==> config.mk <==
export PLATFORM = sky130hd
export DESIGN_NAME = id_ex_stage_reg_flat
export DESIGN_NICKNAME = d
export VERILOG_FILES = /design/src/rtl/id_ex_stage_reg_if.sv /design/src/rtl/id_ex_stage_reg.sv /design/src/flat_wrapper.sv
export SDC_FILE = /design/constraint.sdc
export NUM_CORES = 1
export LEC_CHECK = 0
export CORE_MARGIN = 4
export CORE_UTILIZATION = 30
export CTS_CLUSTER_SIZE = 28
export DETAILED_ROUTE_END_ITERATION = 6
export PLACE_DENSITY_LB_ADDON = 0.1
export SYNTH_ARGS = -nofsm -noshare
export SYNTH_HDL_FRONTEND = slang
export SYNTH_SLANG_ARGS = --single-unit
==> constraint.sdc <==
create_clock -name clk -period 2.7 [get_ports clk]
set_clock_uncertainty 0.15 [all_clocks]
set_input_delay 0.27 -clock clk [delete_from_list [all_inputs] [get_ports clk]]
set_output_delay 0.27 -clock clk [all_outputs]
set_load 0.05 [all_outputs]
==> src/rtl/id_ex_stage_reg_if.sv <==
// ID/EX boundary bundle: decoded ID-side fields in, registered EX-side fields
// and hazard outputs back out to the front-end and forwarding unit.
interface id_ex_stage_reg_if #(
  parameter int WIDTH = 32,
  parameter int CNT_W = 16
) ();
  logic             id_valid;
  logic [4:0]       id_Rs;
  logic [4:0]       id_Rt;
  logic [4:0]       id_Rd;
  logic [5:0]       id_OPC;
  logic [WIDTH-1:0] id_readData1;
  logic [WIDTH-1:0] id_readData2;
  logic [WIDTH-1:0] id_signExt;
  logic             id_regWrite;
  logic             id_memRead;
  logic             id_memWrite;
  logic             id_memToReg;
  logic             id_aluSrc;
  logic             id_regDst;
  logic [2:0]       id_aluOp;
  logic             flush;

  logic             ex_valid;
  logic [4:0]       ex_Rs;
  logic [4:0]       ex_Rt;
  logic [4:0]       ex_Rd;
  logic [5:0]       ex_OPC;
  logic [WIDTH-1:0] ex_readData1;
  logic [WIDTH-1:0] ex_readData2;
  logic [WIDTH-1:0] ex_signExt;
  logic             ex_regWrite;
  logic             ex_memRead;
  logic             ex_memWrite;
  logic             ex_memToReg;
  logic             ex_aluSrc;
  logic             ex_regDst;
  logic [2:0]       ex_aluOp;
  logic             stall;
  logic             pc_write;
  logic             if_id_write;
  logic [CNT_W-1:0] stall_count;

  modport master (
    output id_valid, id_Rs, id_Rt, id_Rd, id_OPC, id_readData1, id_readData2,
           id_signExt, id_regWrite, id_memRead, id_memWrite, id_memToReg,
           id_aluSrc, id_regDst, id_aluOp, flush,
    input  ex_valid, ex_Rs, ex_Rt, ex_Rd, ex_OPC, ex_readData1, ex_readData2,
           ex_signExt, ex_regWrite, ex_memRead, ex_memWrite, ex_memToReg,
           ex_aluSrc, ex_regDst, ex_aluOp, stall, pc_write, if_id_write,
           stall_count
  );

  modport slave (
    input  id_valid, id_Rs, id_Rt, id_Rd, id_OPC, id_readData1, id_readData2,
           id_signExt, id_regWrite, id_memRead, id_memWrite, id_memToReg,
           id_aluSrc, id_regDst, id_aluOp, flush,
    output ex_valid, ex_Rs, ex_Rt, ex_Rd, ex_OPC, ex_readData1, ex_readData2,
           ex_signExt, ex_regWrite, ex_memRead, ex_memWrite, ex_memToReg,
           ex_aluSrc, ex_regDst, ex_aluOp, stall, pc_write, if_id_write,
           stall_count
  );
endinterface

==> src/rtl/id_ex_stage_reg.sv <==
// ID/EX pipeline register with load-use hazard detection, one-cycle bubble
// insertion, branch flush and a saturating count of inserted bubbles.
module id_ex_stage_reg #(
  parameter int WIDTH = 32,
  parameter int CNT_W = 16
) (
  input logic              clk,
  input logic              rst,
  id_ex_stage_reg_if.slave bus
);
  localparam logic [5:0]       OPC_RTYPE = 6'b000000;
  localparam logic [5:0]       OPC_BEQ   = 6'b000100;
  localparam logic [5:0]       OPC_BNE   = 6'b000101;
  localparam logic [CNT_W-1:0] CNT_MAX   = {CNT_W{1'b1}};

  // Control bundle layout: {regWrite, memRead, memWrite, memToReg, aluSrc, regDst, aluOp[2:0]}
  localparam int CTRL_W      = 9;
  localparam int MEMREAD_BIT = 7;

  logic              valid_reg;
  logic [4:0]        rs_reg;
  logic [4:0]        rt_reg;
  logic [4:0]        rd_reg;
  logic [5:0]        opc_reg;
  logic [WIDTH-1:0]  read_data1_reg;
  logic [WIDTH-1:0]  read_data2_reg;
  logic [WIDTH-1:0]  sign_ext_reg;
  logic [CTRL_W-1:0] ctrl_reg;
  logic [CNT_W-1:0]  stall_count_reg;

  logic [CTRL_W-1:0] id_ctrl;
  logic              uses_rt;
  logic              stall;

  assign id_ctrl = {bus.id_regWrite, bus.id_memRead, bus.id_memWrite,
                    bus.id_memToReg, bus.id_aluSrc, bus.id_regDst, bus.id_aluOp};

  always_comb begin
    uses_rt = (bus.id_OPC == OPC_RTYPE) || bus.id_memWrite ||
              (bus.id_OPC == OPC_BEQ) || (bus.id_OPC == OPC_BNE);
    stall   = bus.id_valid && valid_reg && ctrl_reg[MEMREAD_BIT] &&
              (rt_reg != 5'd0) &&
              ((rt_reg == bus.id_Rs) || (uses_rt && (rt_reg == bus.id_Rt)));
  end

  // Reset, flush and stall all load the same all-zero bubble.
  always_ff @(posedge clk) begin
    if (rst || bus.flush || stall) begin
      valid_reg      <= 1'b0;
      rs_reg         <= 5'd0;
      rt_reg         <= 5'd0;
      rd_reg         <= 5'd0;
      opc_reg        <= 6'd0;
      read_data1_reg <= '0;
      read_data2_reg <= '0;
      sign_ext_reg   <= '0;
      ctrl_reg       <= '0;
    end else begin
      valid_reg      <= bus.id_valid;
      rs_reg         <= bus.id_Rs;
      rt_reg         <= bus.id_Rt;
      rd_reg         <= bus.id_Rd;
      opc_reg        <= bus.id_OPC;
      read_data1_reg <= bus.id_readData1;
      read_data2_reg <= bus.id_readData2;
      sign_ext_reg   <= bus.id_signExt;
      ctrl_reg       <= bus.id_valid ? id_ctrl : '0;
    end
  end

  // A flushed hazard never becomes a bubble of its own, so it is not counted.
  always_ff @(posedge clk) begin
    if (rst) begin
      stall_count_reg <= '0;
    end else if (!bus.flush && stall && (stall_count_reg != CNT_MAX)) begin
      stall_count_reg <= stall_count_reg + 1'b1;
    end
  end

  assign bus.ex_valid     = valid_reg;
  assign bus.ex_Rs        = rs_reg;
  assign bus.ex_Rt        = rt_reg;
  assign bus.ex_Rd        = rd_reg;
  assign bus.ex_OPC       = opc_reg;
  assign bus.ex_readData1 = read_data1_reg;
  assign bus.ex_readData2 = read_data2_reg;
  assign bus.ex_signExt   = sign_ext_reg;
  assign bus.ex_regWrite  = ctrl_reg[8];
  assign bus.ex_memRead   = ctrl_reg[7];
  assign bus.ex_memWrite  = ctrl_reg[6];
  assign bus.ex_memToReg  = ctrl_reg[5];
  assign bus.ex_aluSrc    = ctrl_reg[4];
  assign bus.ex_regDst    = ctrl_reg[3];
  assign bus.ex_aluOp     = ctrl_reg[2:0];
  assign bus.stall        = stall;
  assign bus.pc_write     = !stall;
  assign bus.if_id_write  = !stall;
  assign bus.stall_count  = stall_count_reg;
endmodule
==> src/flat_wrapper.sv <==
// flat-port wrapper written by rule: the top's interface ports become plain ports
module id_ex_stage_reg_flat 
#(
  parameter int WIDTH = 32,
  parameter int CNT_W = 16
)
  (clk, rst, bus_id_valid, bus_id_Rs, bus_id_Rt, bus_id_Rd, bus_id_OPC, bus_id_readData1, bus_id_readData2, bus_id_signExt, bus_id_regWrite, bus_id_memRead, bus_id_memWrite, bus_id_memToReg, bus_id_aluSrc, bus_id_regDst, bus_id_aluOp, bus_flush, bus_ex_valid, bus_ex_Rs, bus_ex_Rt, bus_ex_Rd, bus_ex_OPC, bus_ex_readData1, bus_ex_readData2, bus_ex_signExt, bus_ex_regWrite, bus_ex_memRead, bus_ex_memWrite, bus_ex_memToReg, bus_ex_aluSrc, bus_ex_regDst, bus_ex_aluOp, bus_stall, bus_pc_write, bus_if_id_write, bus_stall_count);
  id_ex_stage_reg_if #(.WIDTH(WIDTH), .CNT_W(CNT_W)) bus_i ();
  input logic clk;
  input logic rst;
  input wire logic [$bits(bus_i.id_valid)-1:0] bus_id_valid;
  input wire logic [$bits(bus_i.id_Rs)-1:0] bus_id_Rs;
  input wire logic [$bits(bus_i.id_Rt)-1:0] bus_id_Rt;
  input wire logic [$bits(bus_i.id_Rd)-1:0] bus_id_Rd;
  input wire logic [$bits(bus_i.id_OPC)-1:0] bus_id_OPC;
  input wire logic [$bits(bus_i.id_readData1)-1:0] bus_id_readData1;
  input wire logic [$bits(bus_i.id_readData2)-1:0] bus_id_readData2;
  input wire logic [$bits(bus_i.id_signExt)-1:0] bus_id_signExt;
  input wire logic [$bits(bus_i.id_regWrite)-1:0] bus_id_regWrite;
  input wire logic [$bits(bus_i.id_memRead)-1:0] bus_id_memRead;
  input wire logic [$bits(bus_i.id_memWrite)-1:0] bus_id_memWrite;
  input wire logic [$bits(bus_i.id_memToReg)-1:0] bus_id_memToReg;
  input wire logic [$bits(bus_i.id_aluSrc)-1:0] bus_id_aluSrc;
  input wire logic [$bits(bus_i.id_regDst)-1:0] bus_id_regDst;
  input wire logic [$bits(bus_i.id_aluOp)-1:0] bus_id_aluOp;
  input wire logic [$bits(bus_i.flush)-1:0] bus_flush;
  output wire logic [$bits(bus_i.ex_valid)-1:0] bus_ex_valid;
  output wire logic [$bits(bus_i.ex_Rs)-1:0] bus_ex_Rs;
  output wire logic [$bits(bus_i.ex_Rt)-1:0] bus_ex_Rt;
  output wire logic [$bits(bus_i.ex_Rd)-1:0] bus_ex_Rd;
  output wire logic [$bits(bus_i.ex_OPC)-1:0] bus_ex_OPC;
  output wire logic [$bits(bus_i.ex_readData1)-1:0] bus_ex_readData1;
  output wire logic [$bits(bus_i.ex_readData2)-1:0] bus_ex_readData2;
  output wire logic [$bits(bus_i.ex_signExt)-1:0] bus_ex_signExt;
  output wire logic [$bits(bus_i.ex_regWrite)-1:0] bus_ex_regWrite;
  output wire logic [$bits(bus_i.ex_memRead)-1:0] bus_ex_memRead;
  output wire logic [$bits(bus_i.ex_memWrite)-1:0] bus_ex_memWrite;
  output wire logic [$bits(bus_i.ex_memToReg)-1:0] bus_ex_memToReg;
  output wire logic [$bits(bus_i.ex_aluSrc)-1:0] bus_ex_aluSrc;
  output wire logic [$bits(bus_i.ex_regDst)-1:0] bus_ex_regDst;
  output wire logic [$bits(bus_i.ex_aluOp)-1:0] bus_ex_aluOp;
  output wire logic [$bits(bus_i.stall)-1:0] bus_stall;
  output wire logic [$bits(bus_i.pc_write)-1:0] bus_pc_write;
  output wire logic [$bits(bus_i.if_id_write)-1:0] bus_if_id_write;
  output wire logic [$bits(bus_i.stall_count)-1:0] bus_stall_count;
  assign bus_i.id_valid = bus_id_valid;
  assign bus_i.id_Rs = bus_id_Rs;
  assign bus_i.id_Rt = bus_id_Rt;
  assign bus_i.id_Rd = bus_id_Rd;
  assign bus_i.id_OPC = bus_id_OPC;
  assign bus_i.id_readData1 = bus_id_readData1;
  assign bus_i.id_readData2 = bus_id_readData2;
  assign bus_i.id_signExt = bus_id_signExt;
  assign bus_i.id_regWrite = bus_id_regWrite;
  assign bus_i.id_memRead = bus_id_memRead;
  assign bus_i.id_memWrite = bus_id_memWrite;
  assign bus_i.id_memToReg = bus_id_memToReg;
  assign bus_i.id_aluSrc = bus_id_aluSrc;
  assign bus_i.id_regDst = bus_id_regDst;
  assign bus_i.id_aluOp = bus_id_aluOp;
  assign bus_i.flush = bus_flush;
  assign bus_ex_valid = bus_i.ex_valid;
  assign bus_ex_Rs = bus_i.ex_Rs;
  assign bus_ex_Rt = bus_i.ex_Rt;
  assign bus_ex_Rd = bus_i.ex_Rd;
  assign bus_ex_OPC = bus_i.ex_OPC;
  assign bus_ex_readData1 = bus_i.ex_readData1;
  assign bus_ex_readData2 = bus_i.ex_readData2;
  assign bus_ex_signExt = bus_i.ex_signExt;
  assign bus_ex_regWrite = bus_i.ex_regWrite;
  assign bus_ex_memRead = bus_i.ex_memRead;
  assign bus_ex_memWrite = bus_i.ex_memWrite;
  assign bus_ex_memToReg = bus_i.ex_memToReg;
  assign bus_ex_aluSrc = bus_i.ex_aluSrc;
  assign bus_ex_regDst = bus_i.ex_regDst;
  assign bus_ex_aluOp = bus_i.ex_aluOp;
  assign bus_stall = bus_i.stall;
  assign bus_pc_write = bus_i.pc_write;
  assign bus_if_id_write = bus_i.if_id_write;
  assign bus_stall_count = bus_i.stall_count;
  id_ex_stage_reg #(.WIDTH(WIDTH), .CNT_W(CNT_W)) u_core (.clk(clk), .rst(rst), .bus(bus_i));
endmodule
Word level (Yosys, flattened, before mapping)
Index checks and enable logic that the tools add are counted.
- flip-flop bits (word level): 143
- input port bits: 130
- add/subtract/negate cells: 1
- eq/ne operators: 5
- bitwise logic cells: 1
- reductions and logical operators: 18
- operators by type and width (operator ; count):
    adder 16 x 1 -> 16 bit (second input constant) ; 1
    != test 16 bit (second input constant) ; 1
    == test 6 x 3 -> 1 bit (second input constant) ; 2
    == test 5 bit ; 2
    logical AND 1 bit ; 7
    zero test 6 bit ; 1
    logical OR 1 bit ; 6
    nonzero test 5 bit ; 1
    zero test 1 bit ; 2
    OR reduction 2 bit ; 1
    NOT 1 bit ; 1

Longest topological paths before layout
Gate-level depths: netlist (run 1).
- depth in word-level cells: 9
- mapped depth: 9
- mapped depth without buffers: 7

Least setup slack after synthesis (run 1)
OpenSTA, ideal clock, no wires.
- path kind: reg2reg
- start point: register u_core.rt_reg[0], in the netlist u_core.bus.ex_Rt[0]
- end point: register u_core.read_data2_reg[24], in the netlist u_core.bus.ex_readData2[24]
- library setup time: 59 ps
- data arrival time: 2686 ps
- path slack: -194 ps
- cell stages (with the launch flop): 10
- path buffers: 2
- clock period less this slack: 2894 ps
- cell sequence: dfxtp_1 or4_1 o2111ai_2 nor4_2 nor2_4 inv_2 nor3_4 buf_6 buf_4 and2_1
- longest elaborated chain between the ends: 5
- elaborated cells between the ends (all ways): 8
- ends and longest elaborated chain (item ; line ; RTL):
    start, declared ; id_ex_stage_reg.sv:22 ; logic [4:0] rt_reg;
    start signal, assigned ; id_ex_stage_reg.sv:61 ; rt_reg <= bus.id_Rt;
    == test 5 bit ; id_ex_stage_reg.sv:43 ; ((rt_reg == bus.id_Rs) || (uses_rt && (rt_reg == bus.id_Rt)));
    logical AND 1 bit ; id_ex_stage_reg.sv:43 ;
    logical OR 1 bit ; id_ex_stage_reg.sv:43 ;
    logical AND 1 bit * ; id_ex_stage_reg.sv:42 ; (rt_reg != 5'd0) &&
    via bus_stall ; flat_wrapper.sv:42 ; output wire logic [$bits(bus_i.stall)-1:0] bus_stall;
    logical OR 1 bit * ; id_ex_stage_reg.sv:48 ; if (rst || bus.flush || stall) begin
    end signal, assigned ; id_ex_stage_reg.sv:65 ; read_data2_reg <= bus.id_readData2;
    end, declared ; id_ex_stage_reg.sv:26 ; logic [WIDTH-1:0] read_data2_reg;
The timed path passes the listed nets; every way through them passes the cells marked *.
A chain may end at the register's enable or synchronous reset.

Worst setup path in the final report (run 1)
- start point: register u_core.rt_reg[4], in the netlist u_core.bus.ex_Rt[4]
- end point: output port bus_stall
- longest elaborated chain between the ends: 4
- elaborated cells between the ends (all ways): 7
- ends and longest elaborated chain (item ; line):
    == test 5 bit ; id_ex_stage_reg.sv:43
    logical AND 1 bit ; id_ex_stage_reg.sv:43
    logical OR 1 bit ; id_ex_stage_reg.sv:43
    logical AND 1 bit * ; id_ex_stage_reg.sv:42
    end, declared ; flat_wrapper.sv:42
Every way passes the cells marked *; elsewhere a longest branch is shown, timed or not.

==> results of run 1 <==
[metal layers]
layer  GRT usage [%]  vias up  part of all wire [%]
met2            26.1      185                    48
met3            9.84       21                    12
met1            16.7     1650                    37
met4            7.91        0                   2.1
li1                -     1832                     -
met5               0        -                     0
[worst reg2reg max path: cells and delay by family, from the launching register on]
| kind | cells | cell delay [ps] |
|---|---|---|
| AO/OA/AOI/OAI | 1 | 280 |
| buffers and inverters | 3 | 390 |
| AND/OR/NAND/NOR | 5 | 1120 |
| flip-flops | 1 | 340 |
[power by group through the flow]
| stage | Combinational (mW) | Clock (mW) | Sequential [mW] |
|---|---|---|---|
| 3_3_place_gp | 0.719 | 0 | 2.25 |
| 5_1_grt | 0.757 | 2.47 | 2.21 |
| 6_report | 0.721 | 2.31 | 2.21 |
| 3_5_place_dp | 0.720 | 0 | 2.25 |
| 2_1_floorplan | 0.0881 | 0 | 2.52 |
| 4_1_cts | 0.727 | 2.38 | 2.21 |
[layout make-up]
class	count	area [µm²]	share of cell area, %
repair buffers	287	2920	36.2
flip-flops and latches	143	2870	35.6
multi-input cells	217	1430	17.7
clock buffers	25	505	6.27
well taps	180	225	2.79
clock inverters	5	78.8	0.978
inverters	7	31.3	0.388
[through the flow]
step,hold slack (ps),cells,setup WS [ps]
floorplan,242,385,7.41
global placement,335,834,156
detailed placement,350,834,196
CTS,231,865,14.5
global route,234,864,6.65
finish,256,864,95.7
[synthesized netlist by cell type, drive strengths merged]
cell type,number
a21oi,11
a311o,1
a41oi,2
and2,118
and3,10
buf,7
clkbuf,11
dfxtp,143
ha,1
inv,7
mux2i,1
nand2,5
nand2b,1
nand3,8
nand4,3
nor2,7
nor3,5
nor4,4
o2111ai,2
o211ai,1
o21ai,7
o31ai,4
o41ai,1
or3,7
or4,5
xnor2,10
xor2,3
[logic make-up after synthesis]
| family | count (synthesis) | synth area share [%] |
|---|---|---|
| xor gates and xnor gates | 13 | 2.60 |
| and+or+nand+nor | 173 | 24.5 |
| AOI/OAI and AO/OA | 29 | 4.29 |
| adders and majority gates | 1 | 0.286 |
| buffers and inverters | 25 | 2.71 |
| DFF | 143 | 65.4 |
| muxes | 1 | 0.229 |
[timing repair]
| item | CTS | global route |
|---|---|---|
| setup buffers | 1 | 1 |
| hold buffers | 0 | 0 |
| pin swaps | 5 | 3 |
| gates resized for setup | 5 | 3 |
| endpoints found under the setup margin | 3 | 3 |
[worst paths after layout]
path / start / end / slack [ps] / cells past startpoint
worst min register to register: u_core.bus.stall_count[9] / u_core.bus.stall_count[9] / 350 / 2
worst max register to register: u_core.bus.ex_Rt[4] / u_core.ctrl_reg[6] / 360 / 9
worst min-delay path: bus_id_readData1[22] / u_core.bus.ex_readData1[22] / 260 / 2
worst max-delay path: u_core.bus.ex_Rt[4] / bus_stall / 100 / 7
==> Flow_metrics.wiki, run 1 <==
{| class="wikitable"
! Metric !! Value
|-
| Synth Area per Inst || 11.4 µm²
|-
| Category of the critical setup timing path || reg2out
|-
| Mapped Area || 4380 µm²
|-
| Worst-margin pin slew || 583 ps
|-
| Class of the most critical hold timing path || in2reg
|-
| Yosys warning count || 0
|-
| Clock transition at the registers of the reported paths || 60 ps
|-
| Number of pins exceeding their max-slew limit in the final report || 0
|-
| Number of endpoints with negative hold slack in the final report || 0
|-
| Cell-by-cell listing of the critical path || or4_4 > o2111ai_4 > nor4_4 > nor2_4 > inv_6 > buf_4 > buf_12
|-
| Clock network fraction of total power || 44.1%
|-
| Leading cell type in the layout, fill and taps excluded || clkdlybuf4s50_1
|-
| Max incr delay on CP || 540 ps
|-
| Post-synthesis sequential element count || 143
|-
| Switching Fraction || 23.6%
|-
| Routed via count divided by cell count || 4.27
|-
| Number of buffers between clock root and the deepest sink || 2
|-
| Die outline area || 16600 µm²
|-
| Worst path slowest cell || or4_4
|-
| Cell count after synthesis || 385
|-
| CP startpoint kind || flip-flop
|-
| Fraction of synthesized cell area taken by the top area cell type || 65.4%
|-
| Worst VDD drop || 0.388 mV
|-
| CTS tree || built
|-
| Total power || 5.24 mW
|-
| Max-capacitance violation count || 0
|-
| Number of placement rows || 43
|-
| Die outline width || 129 µm
|-
| Utilization after layout || 57.2%
|-
| Count of vias placed by the detailed router || 3688
|-
| Max Fanout on Critical Path || 3
|-
| Period utilisation layout || 96.5%
|-
| Net switching power of the design || 1.24 mW
|-
| Syn Nets || 516
|-
| Seq/Total Area, Yosys || 65.4%
|-
| Core area || 14100 µm²
|-
| Effective utilization at floorplan || 31.1%
|-
| Detailed-placement wirelength estimate || 10100 µm
|-
| Maximum number of pins on one net before global-route repair || 31
|-
| Status || completed
|-
| FILL cells || 1244
|-
| Residual antenna-violating net count after detailed routing || 0
|-
| Maximum operating frequency || 0.384 GHz
|-
| Dpl cell area || 7430 µm²
|-
| Number of antenna violations at the first check in global routing || 0
|-
| # diodes || 0
|-
| Kind of cell adding the most delay to the critical path || simple AND/OR/NAND/NOR gates
|-
| Total wirelength of the detailed-routed design || 13300 µm
|-
| Overall Global Routing Usage || 16.2%
|-
| Register share of total power || 42.2%
|-
| Power density relative to cell area || 649 nW/µm²
|-
| Crit path time final || 2600 ps
|-
| Cell variety after synth || 35
|-
| Internal power component || 4.00 mW
|-
| Share of cells above drive strength 1 || 7.75%
|-
| First-iteration detailed-routing DRC count || 119
|-
| Htree depth || 4
|-
| Final design area excluding fillers || 8060 µm²
|-
| Routed len/inst || 15.4 µm
|-
| Final setup violation count || 0
|-
| Library cell with the largest summed area after synthesis || dfxtp_1
|-
| Required time at the endpoint of the critical path || 2280 ps
|-
| Leakage || 3.09 nW
|-
| Number of global-route vias before repair || 3674
|-
| Weighted congestion at the end of routability-driven global placement || 0.777
|-
| Buffers added on ports || 275
|-
| Wire length of the first global-routing pass || 20100 µm
|-
| Nature of the critical path endpoint || output pin
|-
| Arrival @ worst endpoint || 2180 ps
|-
| Clock latency on the worst-skew pair || 420 ps
|-
| Count of unresolved DRC violations after routing || 0
|-
| Nets@finish || 804
|-
| Drt first pass iters || 4
|-
| I/O pin count || 276
|-
| # clock sinks || 143
|-
| Setup repair after global routing missed its margin || no
|-
| Die Y || 129 µm
|-
| Root cell of the clock tree || clkbuf_16
|-
| Combinational Power Share || 13.8%
|-
| Post-synthesis to final-layout area growth || 84.1%
|-
| Final TNS setup || 0 ps
|-
| Buf/Inv on CP || 3
|-
| Slew Limit Headroom || 61.0%
|-
| Overflow left after global routing || 0
|-
| Top post-synthesis cells by area || dfxtp_1, and2_1, xnor2_1
|-
| Inserted Clock Buffers || 17
|-
| Commonest cells after routing, fill and taps aside || clkdlybuf4s50_1, dfxtp_1, and2_1
|}
No activity file was read; power rests on OpenSTA's default activity.
==> run 2: changes to the inputs <==
HOLD_SLACK_MARGIN = 0.02   (was not set)
==> results of run 2 <==
Final layout, timing and power as in run 1 (identical DEF).
